File: src/rtl/axi_xbar_pkg.sv
// Shared arbitration types for the AXI crossbar building blocks.
// Provides the lock-state enum and the grant-index width helper.
// Imported by the round-robin arbiter mux, its interface and sub-modules.
package axi_xbar_pkg;

    typedef enum logic {
        ARB_UNLOCKED = 1'b0,
        ARB_LOCKED   = 1'b1
    } arb_state_e;

    // Grant index width: ceil(log2(n)) but never narrower than one bit.
    function automatic int idx_width(input int n);
        return (n > 1) ? $clog2(n) : 1;
    endfunction

endpackage

File: src/rtl/axi_rr_arb_mux_if.sv
// Bundle of the arbiter mux handshake: NumIn requester channels in, one merged channel out.
// slave  : view of the arbiter (consumes valid_i/data_i/ready_i, drives the rest).
// master : view of the surrounding logic (drives valid_i/data_i/ready_i).
interface axi_rr_arb_mux_if
    import axi_xbar_pkg::*;
#(
    parameter int  NumIn = 4,
    parameter type T     = logic,
    parameter int  IdxW  = idx_width(NumIn)
) ();

    logic [NumIn-1:0] valid_i;
    logic [NumIn-1:0] ready_o;
    T                 data_i [NumIn];
    logic             valid_o;
    logic             ready_i;
    T                 data_o;
    logic [IdxW-1:0]  idx_o;

    modport slave (
        input  valid_i, data_i, ready_i,
        output ready_o, valid_o, data_o, idx_o
    );

    modport master (
        output valid_i, data_i, ready_i,
        input  ready_o, valid_o, data_o, idx_o
    );

endinterface

File: src/rtl/rr_lzc.sv
// Find-first set bit searching upward from a start pointer, wrapping NumIn-1 -> 0.
// Latency: combinational.
// Ports: req_i request vector, start_i search origin, idx_o first hit (start_i when empty), empty_o no request.
module rr_lzc
    import axi_xbar_pkg::*;
#(
    parameter int NumIn = 4,
    parameter int IdxW  = idx_width(NumIn)
) (
    input  logic [NumIn-1:0] req_i,
    input  logic [IdxW-1:0]  start_i,
    output logic [IdxW-1:0]  idx_o,
    output logic             empty_o
);

    logic [IdxW-1:0] pos;

    // Walk offsets from farthest to nearest so the nearest hit is written last and wins.
    always_comb begin
        idx_o = start_i;
        pos   = '0;
        for (int off = NumIn - 1; off >= 0; off--) begin
            pos = IdxW'((32'(start_i) + 32'(off)) % NumIn);
            if (req_i[pos]) begin
                idx_o = pos;
            end
        end
    end

    assign empty_o = ~|req_i;

endmodule

File: src/rtl/axi_rr_arb_mux.sv
// Round-robin arbiter mux: merges NumIn valid/ready channels onto one, zero latency, no payload storage.
// Latency: combinational from valid_i/data_i/ready_i and state to outputs; state moves on clk_i.
// Backpressure: a grant shown with ready_i low is locked until it handshakes or its requester drops valid.
// Ports: clk_i/rst_i (async active-high); bus.slave carries valid_i/ready_o/data_i in, valid_o/ready_i/data_o/idx_o out.
module axi_rr_arb_mux
    import axi_xbar_pkg::*;
#(
    parameter int  NumIn = 4,
    parameter type T     = logic,
    parameter int  IdxW  = idx_width(NumIn)
) (
    input  logic                clk_i,
    input  logic                rst_i,
    axi_rr_arb_mux_if.slave     bus
);

    arb_state_e      state_q, state_d;
    logic [IdxW-1:0] rr_q, rr_d;
    logic [IdxW-1:0] lock_idx_q, lock_idx_d;

    logic [IdxW-1:0] rr_idx;
    logic            rr_empty;
    logic [IdxW-1:0] gnt;
    logic            vld;
    logic            hs;

    rr_lzc #(
        .NumIn (NumIn),
        .IdxW  (IdxW)
    ) u_lzc (
        .req_i   (bus.valid_i),
        .start_i (rr_q),
        .idx_o   (rr_idx),
        .empty_o (rr_empty)
    );

    // valid_o never looks at ready_i, so no ready->valid combinational path exists.
    always_comb begin
        gnt = rr_idx;
        vld = ~rr_empty;
        if (state_q == ARB_LOCKED) begin
            gnt = lock_idx_q;
            vld = bus.valid_i[lock_idx_q];
        end
    end

    assign hs          = vld & bus.ready_i;
    assign bus.valid_o = vld;
    assign bus.idx_o   = gnt;
    assign bus.data_o  = bus.data_i[gnt];

    always_comb begin
        bus.ready_o = '0;
        for (int i = 0; i < NumIn; i++) begin
            bus.ready_o[i] = hs & (gnt == IdxW'(i));
        end
    end

    always_comb begin
        state_d    = state_q;
        lock_idx_d = lock_idx_q;
        rr_d       = rr_q;
        if (hs) begin
            rr_d = (gnt == IdxW'(NumIn - 1)) ? '0 : gnt + 1'b1;
        end
        unique case (state_q)
            ARB_UNLOCKED: begin
                if (vld && !bus.ready_i) begin
                    state_d    = ARB_LOCKED;
                    lock_idx_d = gnt;
                end
            end
            ARB_LOCKED: begin
                // A dropped valid while locked is a requester protocol error; release and re-arbitrate.
                if (hs || !bus.valid_i[lock_idx_q]) begin
                    state_d = ARB_UNLOCKED;
                end
            end
            default: state_d = ARB_UNLOCKED;
        endcase
    end

    always_ff @(posedge clk_i or posedge rst_i) begin
        if (rst_i) begin
            state_q    <= ARB_UNLOCKED;
            rr_q       <= '0;
            lock_idx_q <= '0;
        end else begin
            state_q    <= state_d;
            rr_q       <= rr_d;
            lock_idx_q <= lock_idx_d;
        end
    end

endmodule

File: src/flat_wrapper.sv
// flat-port wrapper written by rule: the top's interface ports become plain ports
module axi_rr_arb_mux_flat import axi_xbar_pkg::*;
#(
    parameter int  NumIn = 4,
    parameter type T     = logic,
    parameter int  IdxW  = idx_width(NumIn)
)
  (clk_i, rst_i, bus_valid_i, bus_data_i, bus_ready_i, bus_ready_o, bus_valid_o, bus_data_o, bus_idx_o);
  axi_rr_arb_mux_if #(.NumIn(NumIn), .T(T), .IdxW(IdxW)) bus_i ();
  input  logic clk_i;
  input  logic rst_i;
  input wire logic [$bits(bus_i.valid_i)-1:0] bus_valid_i;
  input wire logic [$bits(bus_i.data_i)-1:0] bus_data_i;
  input wire logic [$bits(bus_i.ready_i)-1:0] bus_ready_i;
  output wire logic [$bits(bus_i.ready_o)-1:0] bus_ready_o;
  output wire logic [$bits(bus_i.valid_o)-1:0] bus_valid_o;
  output wire logic [$bits(bus_i.data_o)-1:0] bus_data_o;
  output wire logic [$bits(bus_i.idx_o)-1:0] bus_idx_o;
  assign bus_i.valid_i = bus_valid_i;
  assign bus_i.data_i = {>>{bus_data_i}};
  assign bus_i.ready_i = bus_ready_i;
  assign bus_ready_o = bus_i.ready_o;
  assign bus_valid_o = bus_i.valid_o;
  assign bus_data_o = bus_i.data_o;
  assign bus_idx_o = bus_i.idx_o;
  axi_rr_arb_mux #(.NumIn(NumIn), .T(T), .IdxW(IdxW)) u_core (.clk_i(clk_i), .rst_i(rst_i), .bus(bus_i));
endmodule
File: config.mk
export PLATFORM = sky130hd
export DESIGN_NAME = axi_rr_arb_mux_flat
export DESIGN_NICKNAME = d
export VERILOG_FILES = /design/src/rtl/axi_xbar_pkg.sv /design/src/rtl/axi_rr_arb_mux_if.sv /design/src/rtl/rr_lzc.sv /design/src/rtl/axi_rr_arb_mux.sv /design/src/flat_wrapper.sv
export SDC_FILE = /design/constraint.sdc
export NUM_CORES = 1
export LEC_CHECK = 0
export BUFFER_PORTS_ARGS = -buffer_cell sky130_fd_sc_hd__buf_2
export CAP_MARGIN = 10
export CORE_AREA = 2 2 39 41
export CTS_CLUSTER_DIAMETER = 100
export DETAILED_ROUTE_END_ITERATION = 10
export DIE_AREA = 0 0 41 43
export GPL_TIMING_DRIVEN = 0
export PLACE_DENSITY = 0.67
export SETUP_SLACK_MARGIN = 0.15
export SYNTH_ARGS = -nofsm -noshare
export SYNTH_HDL_FRONTEND = slang
export SYNTH_SLANG_ARGS = --single-unit
File: constraint.sdc
create_clock -name clk_i -period 4.3 [get_ports clk_i]
set_clock_uncertainty 0.2 [all_clocks]
set_input_delay 0.86 -clock clk_i [delete_from_list [all_inputs] [get_ports clk_i]]
set_output_delay 0.86 -clock clk_i [all_outputs]
set_load 0.02 [all_outputs]
==> metrics.txt <==
critical path arrival=2250 ps; Switching Share=47.3%; synth top area cells=dfrtp_1, nor2_1, mux4_1; Flop pwr share=25.4%; final hold viol count=0; total power=384 uW; Hold Buf Count CTS=0; ys async rst share=100%; Rel. slew slack=74.4%; Residual DRC=0; top cells by instance count after synthesis=nor2_1, inv_1, nand2_1; Net Sw Power=182 uW; Placer Congestion=0.722; CP Capture Type=output port; full die area=0.00176 mm^2; Ant. Diodes=0; max-cap violations=0; share of cells above drive strength 1=40.3%; initial antenna violation count=0; H-tree levels=1; port bufs=18; clock power share=13.7%; top_reg_cell synth=dfrtp_1; first-pass GRT wire length=1.70 mm; CTS Buf Count=3; crit path time final=3310 ps; Worst Max-Slew Pin Slew=382 ps; root buf cell=clkbuf_4; CTS tree=done; core area=0.00138 mm^2; leak pwr=0.297 nW; cell count after synthesis=55; Yosys top cell area share=26.2%; final worst-path cycle share=77.0%; Worst Hold Class=in -> async; fillers=153; DR iter-0 viols=6; Setup Buffers After CTS=0; router iterations before antenna repair=4; CP required=3240 ps; status=finished clean; CTS sink cnt=5; Slew Viols, Final=0; Logic pwr share=60.9%; routed via count=488; initial core utilization=34.4%; CP Launch Type=primary input; area delta synth->final=28.6%; layout net count=89; Seq cells post-synth=5; row count=14; Avg Inst Size Synth=8.67 um^2; Cell Area, Synth=477 um^2; vias per cell=5.25; Syn. warnings=0; PwrDens=627 mW/mm^2; largest net degree at the start of global routing=9; floorplan die height=43 um; Unique masters post-synth=28; Setup CP Type=in -> out; total negative setup slack=0 ps; vias in the first global route=416; part of the Yosys area used for sequential elements=26.2%; WL final=1.10 mm; Post-synth EDFFs=0; Clk Latency, worst-skew pair=240 ps; Ports=19; # setup viols final=0; internal power=203 uW; unrepaired setup endpoints after global routing=false; HPWL Detailed=852 um; grt ovf=0; Min Hold Slack=313 ps; Syn Nets=66; Total Routing Usage GR=14.0%; clock-pin transition on the worst setup and hold timing paths=40 ps; most frequent cell after synthesis=nor2_1; Routed Antenna Nets=0; most area-hungry cell type in the Yosys netlist=dfrtp_1; Max VDD drop=0.289 mV; maximum operating frequency=0.302 GHz; clock buffer depth=2; PostCTS Resize Cnt=0; Crit Path Max Fanout=5; wire per inst=11.9 um; DIE WIDTH=41 um
[state kept, by name (all words and copies together), names as in the netlist]
signal	flops
u_core.lock_idx_q	2
u_core.state_q	1
u_core.rr_q	2
[cell families after synthesis]
| logic type | after synthesis | share of synthesized area, % |
|---|---|---|
| simple gates | 24 | 26.2 |
| compound gates | 17 | 31.8 |
| buf+inv | 6 | 4.72 |
| flops | 5 | 26.2 |
| mux | 3 | 11.0 |
[cells in the final DEF, fill, tap and decap left out, types with 2 or more instances in the layout]
master and count:
clkbuf_4 3, o31ai_2 2, a211o_1 2, o221ai_1 2, o21ai_0 3, nor2b_1 2
nor2_1 8, nand2_1 6, dfrtp_1 5, inv_1 6, buf_2 18
[layer usage]
| metal | track usage [%] | part of all wire (%) |
|---|---|---|
| met1 | 19.8 | 45 |
| met2 | 20.6 | 50 |
| met3 | 1.57 | 5.6 |
| met4 | 6.00 | 0 |
| met5 | 0 | 0 |
[power groups by stage]
stage | sequential [mW] | combinational [mW] | clock, mW
final | 0.0977 | 0.234 | 0.0525
after global routing | 0.101 | 0.255 | 0.0577
after CTS | 0.0971 | 0.236 | 0.0555
after detailed placement | 0.0979 | 0.234 | 0
after global placement | 0.0974 | 0.230 | 0
after floorplan | 0.0891 | 0.181 | 0
[final cells by class]
type / count / area, um^2 / area share, %
Clock buffer: 4 / 26.3 / 4.29
Tap cell: 16 / 20.0 / 3.27
Multi-Input combinational cell: 44 / 329 / 53.7
Inverter: 6 / 22.5 / 3.67
Sequential cell: 5 / 125 / 20.4
Timing Repair Buffer: 18 / 90.1 / 14.7
[critical path: stages]
cell     delay, ps
buf_2          130
or4_4          540
mux2_4         320
nand2_4        100
or2_4          120
nor2_1          30
buf_2          160
[metrics by stage]
stage / setup slack, ps / cells / instance area (um^2) / util [%]
global placement: 1000 / 89 / 587 / 42.4
finish: 988 / 93 / 613 / 44.3
detailed placement: 992 / 89 / 587 / 42.4
CTS: 988 / 93 / 613 / 44.3
floorplan: 1210 / 55 / 477 / -
global route: 946 / 93 / 613 / 44.3
[path summary, 6_finish.rpt]
kind,from,cells after the start,slack [ps],endpoint
worst min register to register,u_core.lock_idx_q[1],1,350,u_core.lock_idx_q[1]
worst min-delay path,rst_i,2,310,u_core.lock_idx_q[1]
max in group asynchronous,rst_i,2,3420,u_core.rr_q[1]
min in group clk_i,u_core.lock_idx_q[1],1,350,u_core.lock_idx_q[1]
worst max register to register,u_core.rr_q[1],5,2470,u_core.rr_q[1]
worst max-delay path,bus_valid_i[2],7,990,bus_ready_o[1]
No activity file was read; power rests on OpenSTA's default activity.
